===== config.mk =====
export PLATFORM = sky130hd
export DESIGN_NAME = pipe_stage_skid
export DESIGN_NICKNAME = d
export VERILOG_FILES = /design/src/rtl/pipe_stage_skid.sv
export SDC_FILE = /design/constraint.sdc
export NUM_CORES = 1
export LEC_CHECK = 0
export CORE_UTILIZATION = 45
export CTS_CLUSTER_SIZE = 10
export DETAILED_ROUTE_END_ITERATION = 8
export PLACE_DENSITY = 0.73
export SLEW_MARGIN = 15
export SYNTH_ARGS = -nofsm -noshare
export SYNTH_HDL_FRONTEND = slang
export SYNTH_SLANG_ARGS = --single-unit

===== constraint.sdc =====
create_clock -name clk -period 6.3 [get_ports clk]
set_clock_uncertainty 0.1 [all_clocks]
set_input_delay 1.26 -clock clk [delete_from_list [all_inputs] [get_ports clk]]
set_output_delay 1.26 -clock clk [all_outputs]
set_load 0.02 [all_outputs]

===== src/rtl/pipe_stage_skid.sv =====
// Generic pipeline stage register: valid/ready handshake, two-entry skid buffer, sync flush.
// Define PIPE_BUBBLE_ZERO_EN to force out_data to zero whenever the stage holds no valid entry.
module pipe_stage_skid #(
  parameter int unsigned WIDTH = 64
) (
  input  logic             clk,
  input  logic             rst,
  input  logic             flush,
  input  logic             in_valid,
  output logic             in_ready,
  input  logic [WIDTH-1:0] in_data,
  output logic             out_valid,
  input  logic             out_ready,
  output logic [WIDTH-1:0] out_data,
  output logic [1:0]       occupancy
);

  typedef enum logic [1:0] {
    EMPTY = 2'd0,
    ONE   = 2'd1,
    FULL  = 2'd2
  } state_e;

  state_e           state_q, state_d;
  logic [WIDTH-1:0] main_q, main_d;
  logic [WIDTH-1:0] skid_q, skid_d;
  logic             in_ready_q;
  logic             out_valid_q;
  logic             accept;
  logic             fire;

  assign accept = in_valid & in_ready_q;
  assign fire   = out_valid_q & out_ready;

  always_comb begin
    state_d = state_q;
    main_d  = main_q;
    skid_d  = skid_q;
    case (state_q)
      EMPTY: begin
        if (accept) begin
          state_d = ONE;
          main_d  = in_data;
        end
      end
      ONE: begin
        if (accept && fire) begin
          main_d = in_data;
        end else if (accept) begin
          state_d = FULL;
          skid_d  = in_data;
        end else if (fire) begin
          state_d = EMPTY;
`ifdef PIPE_BUBBLE_ZERO_EN
          main_d  = '0;
`endif
        end
      end
      FULL: begin
        if (fire) begin
          state_d = ONE;
          main_d  = skid_q;
`ifdef PIPE_BUBBLE_ZERO_EN
          skid_d  = '0;
`endif
        end
      end
      default: state_d = EMPTY;
    endcase
    // Flush overrides every transition; an out-fire this cycle has still completed downstream.
    if (flush) begin
      state_d = EMPTY;
`ifdef PIPE_BUBBLE_ZERO_EN
      main_d  = '0;
      skid_d  = '0;
`endif
    end
  end

  // Handshake flags are derived from next state so both ports come straight from flops.
  always_ff @(posedge clk or posedge rst) begin
    if (rst) begin
      state_q     <= EMPTY;
      main_q      <= '0;
      skid_q      <= '0;
      in_ready_q  <= 1'b1;
      out_valid_q <= 1'b0;
    end else begin
      state_q     <= state_d;
      main_q      <= main_d;
      skid_q      <= skid_d;
      in_ready_q  <= (state_d != FULL);
      out_valid_q <= (state_d != EMPTY);
    end
  end

  assign in_ready  = in_ready_q;
  assign out_valid = out_valid_q;
  assign out_data  = main_q;
  assign occupancy = state_q;

endmodule


### Yosys cells after proc, flatten, opt, wreduce, memory -nomap -nowiden

Index checks and enable logic that the tools add are counted.

* register bits: 132
* bits of input ports: 69
* output and inout port bits: 68
* logic and storage cells: 31

* eq/ne operators: 6
* mux-type cells: 11
* bitwise operators: 3
* reductions and logical operators: 6

Operators by type and width (count)
* 2-to-1 mux 64 bit: 3
* one-hot mux 64 bit (3 select lines): 1
* 2-to-1 mux 2 bit: 6
* != test 2 bit (second input constant): 4
* one-hot mux 2 bit (3 select lines): 1
* AND reduction 4 bit: 1
* AND reduction 3 bit: 1
* nonzero test 3 bit: 1
* AND 1 bit: 2
* equality test 2 x 1 -> 1 bit (second input constant): 1
* equality test 2 bit (second input constant): 1
* zero test 2 bit: 1
* nonzero test 2 bit: 1
* logical AND 1 bit: 1
* inverter 1 bit: 1

### Depth between registers and ports, before layout

* depth after elaboration: 7
* gate-level depth with buffers: 6
* depth with buffers taken out: 3

### Worst setup path after synthesis

OpenSTA, ideal clock, no wires.

* path type: input to register
* start point: input out_ready
* end point: register main_q[12], in the netlist out_data[12]
* library setup time: 0.125 ns
* data arrival time: 2.341 ns
* required time: 6.075 ns
* slack: 3.734 ns
* stages on the path: 4
* buffers on the path: 1
* cells stage by stage: a21boi_4 -> o32ai_4 -> buf_6 -> mux2_2

* longest elaborated chain between the ends: 4
* elaborated cells between the ends (all ways): 5
* classes of those cells: 2 x eq/ne; 1 x bitwise; 2 x reduce/logical

RTL lines
* start: declaration: RTL line 13 `input logic out_ready,`
* AND 1 bit (*): RTL line 33 `assign fire = out_valid_q & out_ready;`
* logical AND 1 bit: RTL line 47 `if (accept && fire) begin`
* != test 2 bit (no source line)
* AND reduction 4 bit (no source line) (*)
* end signal: assignment: RTL line 90 `main_q <= main_d;`
* end: declaration: RTL line 25 `logic [WIDTH-1:0] main_q, main_d;`

Mark *: on every way between the ends. The rest lies on a longest branch, timed or not.
A chain may end at the register's enable or synchronous reset.

### Worst setup path in the final report

* start point: input out_ready
* end point: register main_q[47], in the netlist out_data[47]

Same word-level chain as after synthesis.

==> out/results.ini <==
[status]
status=complete, no violations

[timing]
hold_viol_final=0
period_needed_ns=3.412
setup_viol=0
slew_headroom_pct=37.27
min_period_over_period_pct=54.16
slew_viol_final=0
setup_tns_ns=0
worst_slew_pin_slew_ns=0.9410
rsz0062_at_grt=false
max_freq_mhz=293.1

[drt]
wirelength_mm=11.34
ant_nets=0
drt_iter0_drc=94
wl_per_cell_um=16.58
vias=3481
drt_pass1_iterations=4
vias_per_cell=5.089
drc=0

[floorplan]
io_pins=137
die-area_sq_um=13250
coreArea_sq_um=12260
die_x_um=115.1
rows=40
start_util_pct=46.97
die_y_um=115.1

[clocking]
cts_tree=yes
post_cts_buffers=0
cts.sinks=132
clk_pin_slew_ns=0.05
holdBufCountCts=0
numCtsBuffers=17
ctsLongestPathBuffers=2
cts_max_level=4
ctsResizeCount=0
clk_latency_ns=0.41
cts_root_buffer=clkbuf_16

[hold_path]
whs_path_depth=1
worstHoldEndpoint=out_data[18]
holdCritStartpoint=out_data[18]
worstHoldPathType=reg2reg

[layout]
num_antenna_cells=0
syn_to_final_growth_pct=36.61
fin_nets=572
drive_gt1_share_pct=44.19

[grt]
use_met3_pct=6.484
global_route.overflow_total=0
grt_max_degree=76
gr-max-usage-layer=met2
antenna_found_initial=0
track_usage_pct=18.78
grt_pass1_wl_mm=18.79
grt_pass1_vias=3791
use_met1_pct=22.78
globalRouteMet2Util_pct=30.52

[synthesis]
synth_cells=363
yosys_warnings=0
yosysSeqAreaShare_pct=57.38
ys_types=22
synth_largest_area_cell=dfrtp_1
yosys-top-cells-area=dfrtp_1 57%, mux2_2 36%, buf_6 1.4%
yosysTopAreaCellShare_pct=56.92
syn_avg_cell_area_sq_um=15.87
synth-edff-count=0
synth-seq-cells=132
synth_nets=432
synthArstFlopShare_pct=100.0
synth_top_flop_cell=dfrtp_1
synth_area_sq_um=5759

[setup_path]
timing.reg2reg.setup_slack_ns=3.67
timing.rr.end=out_data[47]
crit_required_ns=6.49
crit_arrival_ns=3.61
r2r_start=occupancy[0]
path_max_fanout=55
startpoint=out_ready
critical-path-top-delay-family=buffers and inverters
worst_setup_path_end_kind=flip-flop
cpMaxStageDelayCell=buf_4
critPathLaunchType=input pin
crit_type=in2reg
r2r_cells=4
worst_path_largest_cell_delay_ns=0.72
path_buf_inv=2
worstPathCellList=clkdlybuf4s50_1 -> a21boi_4 -> o32ai_4 -> buf_4 -> mux2_2

[power]
max-vdd-ir-drop_v=0.0002329
power.density_nw_per_um2=430.9
p_total_mw=3.390
p_leak_nw=3.245

[placed_design]
port_buffers=136
place_hpwl_mm=7.427
gp_congestion=0.6939

[job]
drv_cap=0

-- state kept, by name, indices dropped and copies added (netlist names) --
name       flops
skid_q        64
occupancy      2
in_ready       1
out_valid      1
out_data      64
-- layer usage --
layer  vias up  wire, um
li1       1590         -
met1      1779      5009
met2        94      5354
met3        18       797
met4         0       182
met5         -         0
-- kinds of logic (layout without fill, tap and decap cells) --
| group | after synthesis | after routing | synth area share (%) |
|---|---|---|---|
| mux | 192 | 192 | 37.54 |
| simple gates | 10 | 10 | 0.9994 |
| flops | 132 | 132 | 57.38 |
| compound gates | 7 | 7 | 1.434 |
| buf+inv | 22 | 175 | 2.651 |
-- cells in the mapped netlist (all sizes together), types with 3 or more instances --
library cell / number
buf: 21
dfrtp: 131
mux2: 192
nand2: 3
-- metrics by stage --
step           setup WS (ns)  std cells  hold WS [ns]  cell area, sq um  utilization, %
2_1_floorplan          1.416        363        0.3602              5759               -
3_3_place_gp           2.462        652        0.3697              7237           59.02
3_5_place_dp           2.429        652        0.3784              7237           59.02
4_1_cts                2.870        684        0.3909              7868           64.16
5_1_grt                2.765        684        0.3951              7868           64.16
6_report               2.888        684        0.3859              7868           64.16
-- power by group --
| part | total, mW | leakage, nW | internal [mW] | switching [mW] |
|---|---|---|---|---|
| registers | 1.35 | 1.56 | 1.18 | 0.167 |
| logic | 1.01 | 1.37 | 0.590 | 0.424 |
| clock network | 1.03 | 0.315 | 0.681 | 0.344 |
| total | 3.39 | 3.24 | 2.46 | 0.934 |
-- area by class of cell --
cell class | instances | area (sq um)
fillers | 925 | 4394
flip-flops and latches | 132 | 3304
multi-input cells | 209 | 2310
repair buffers | 142 | 1406
clock buffers | 23 | 508.0
well taps | 168 | 210.2
clock inverters | 9 | 122.6
inverters | 1 | 6.256
-- worst max path at each step --
stage | slack (ns) | cells past startpoint | end
final | 2.89 | 5 | out_data[47]
after global routing | 2.76 | 5 | out_data[47]
after CTS | 2.87 | 5 | out_data[34]
after detailed placement | 2.43 | 5 | out_data[45]
after global placement | 2.46 | 5 | out_data[54]
after floorplan | 1.42 | 1 | occupancy[0]
-- placed cells by master, fill, tap and decap left out, types with 3 or more instances in the layout --
cell type,count
clkbuf_16,17
clkbuf_8,6
bufinv_16,3
mux2_1,7
dfrtp_1,131
nand2_1,3
buf_4,6
clkinv_2,5
clkdlybuf4s50_1,136
mux2_2,185
Note: power is estimated with default switching activity, not from simulation.
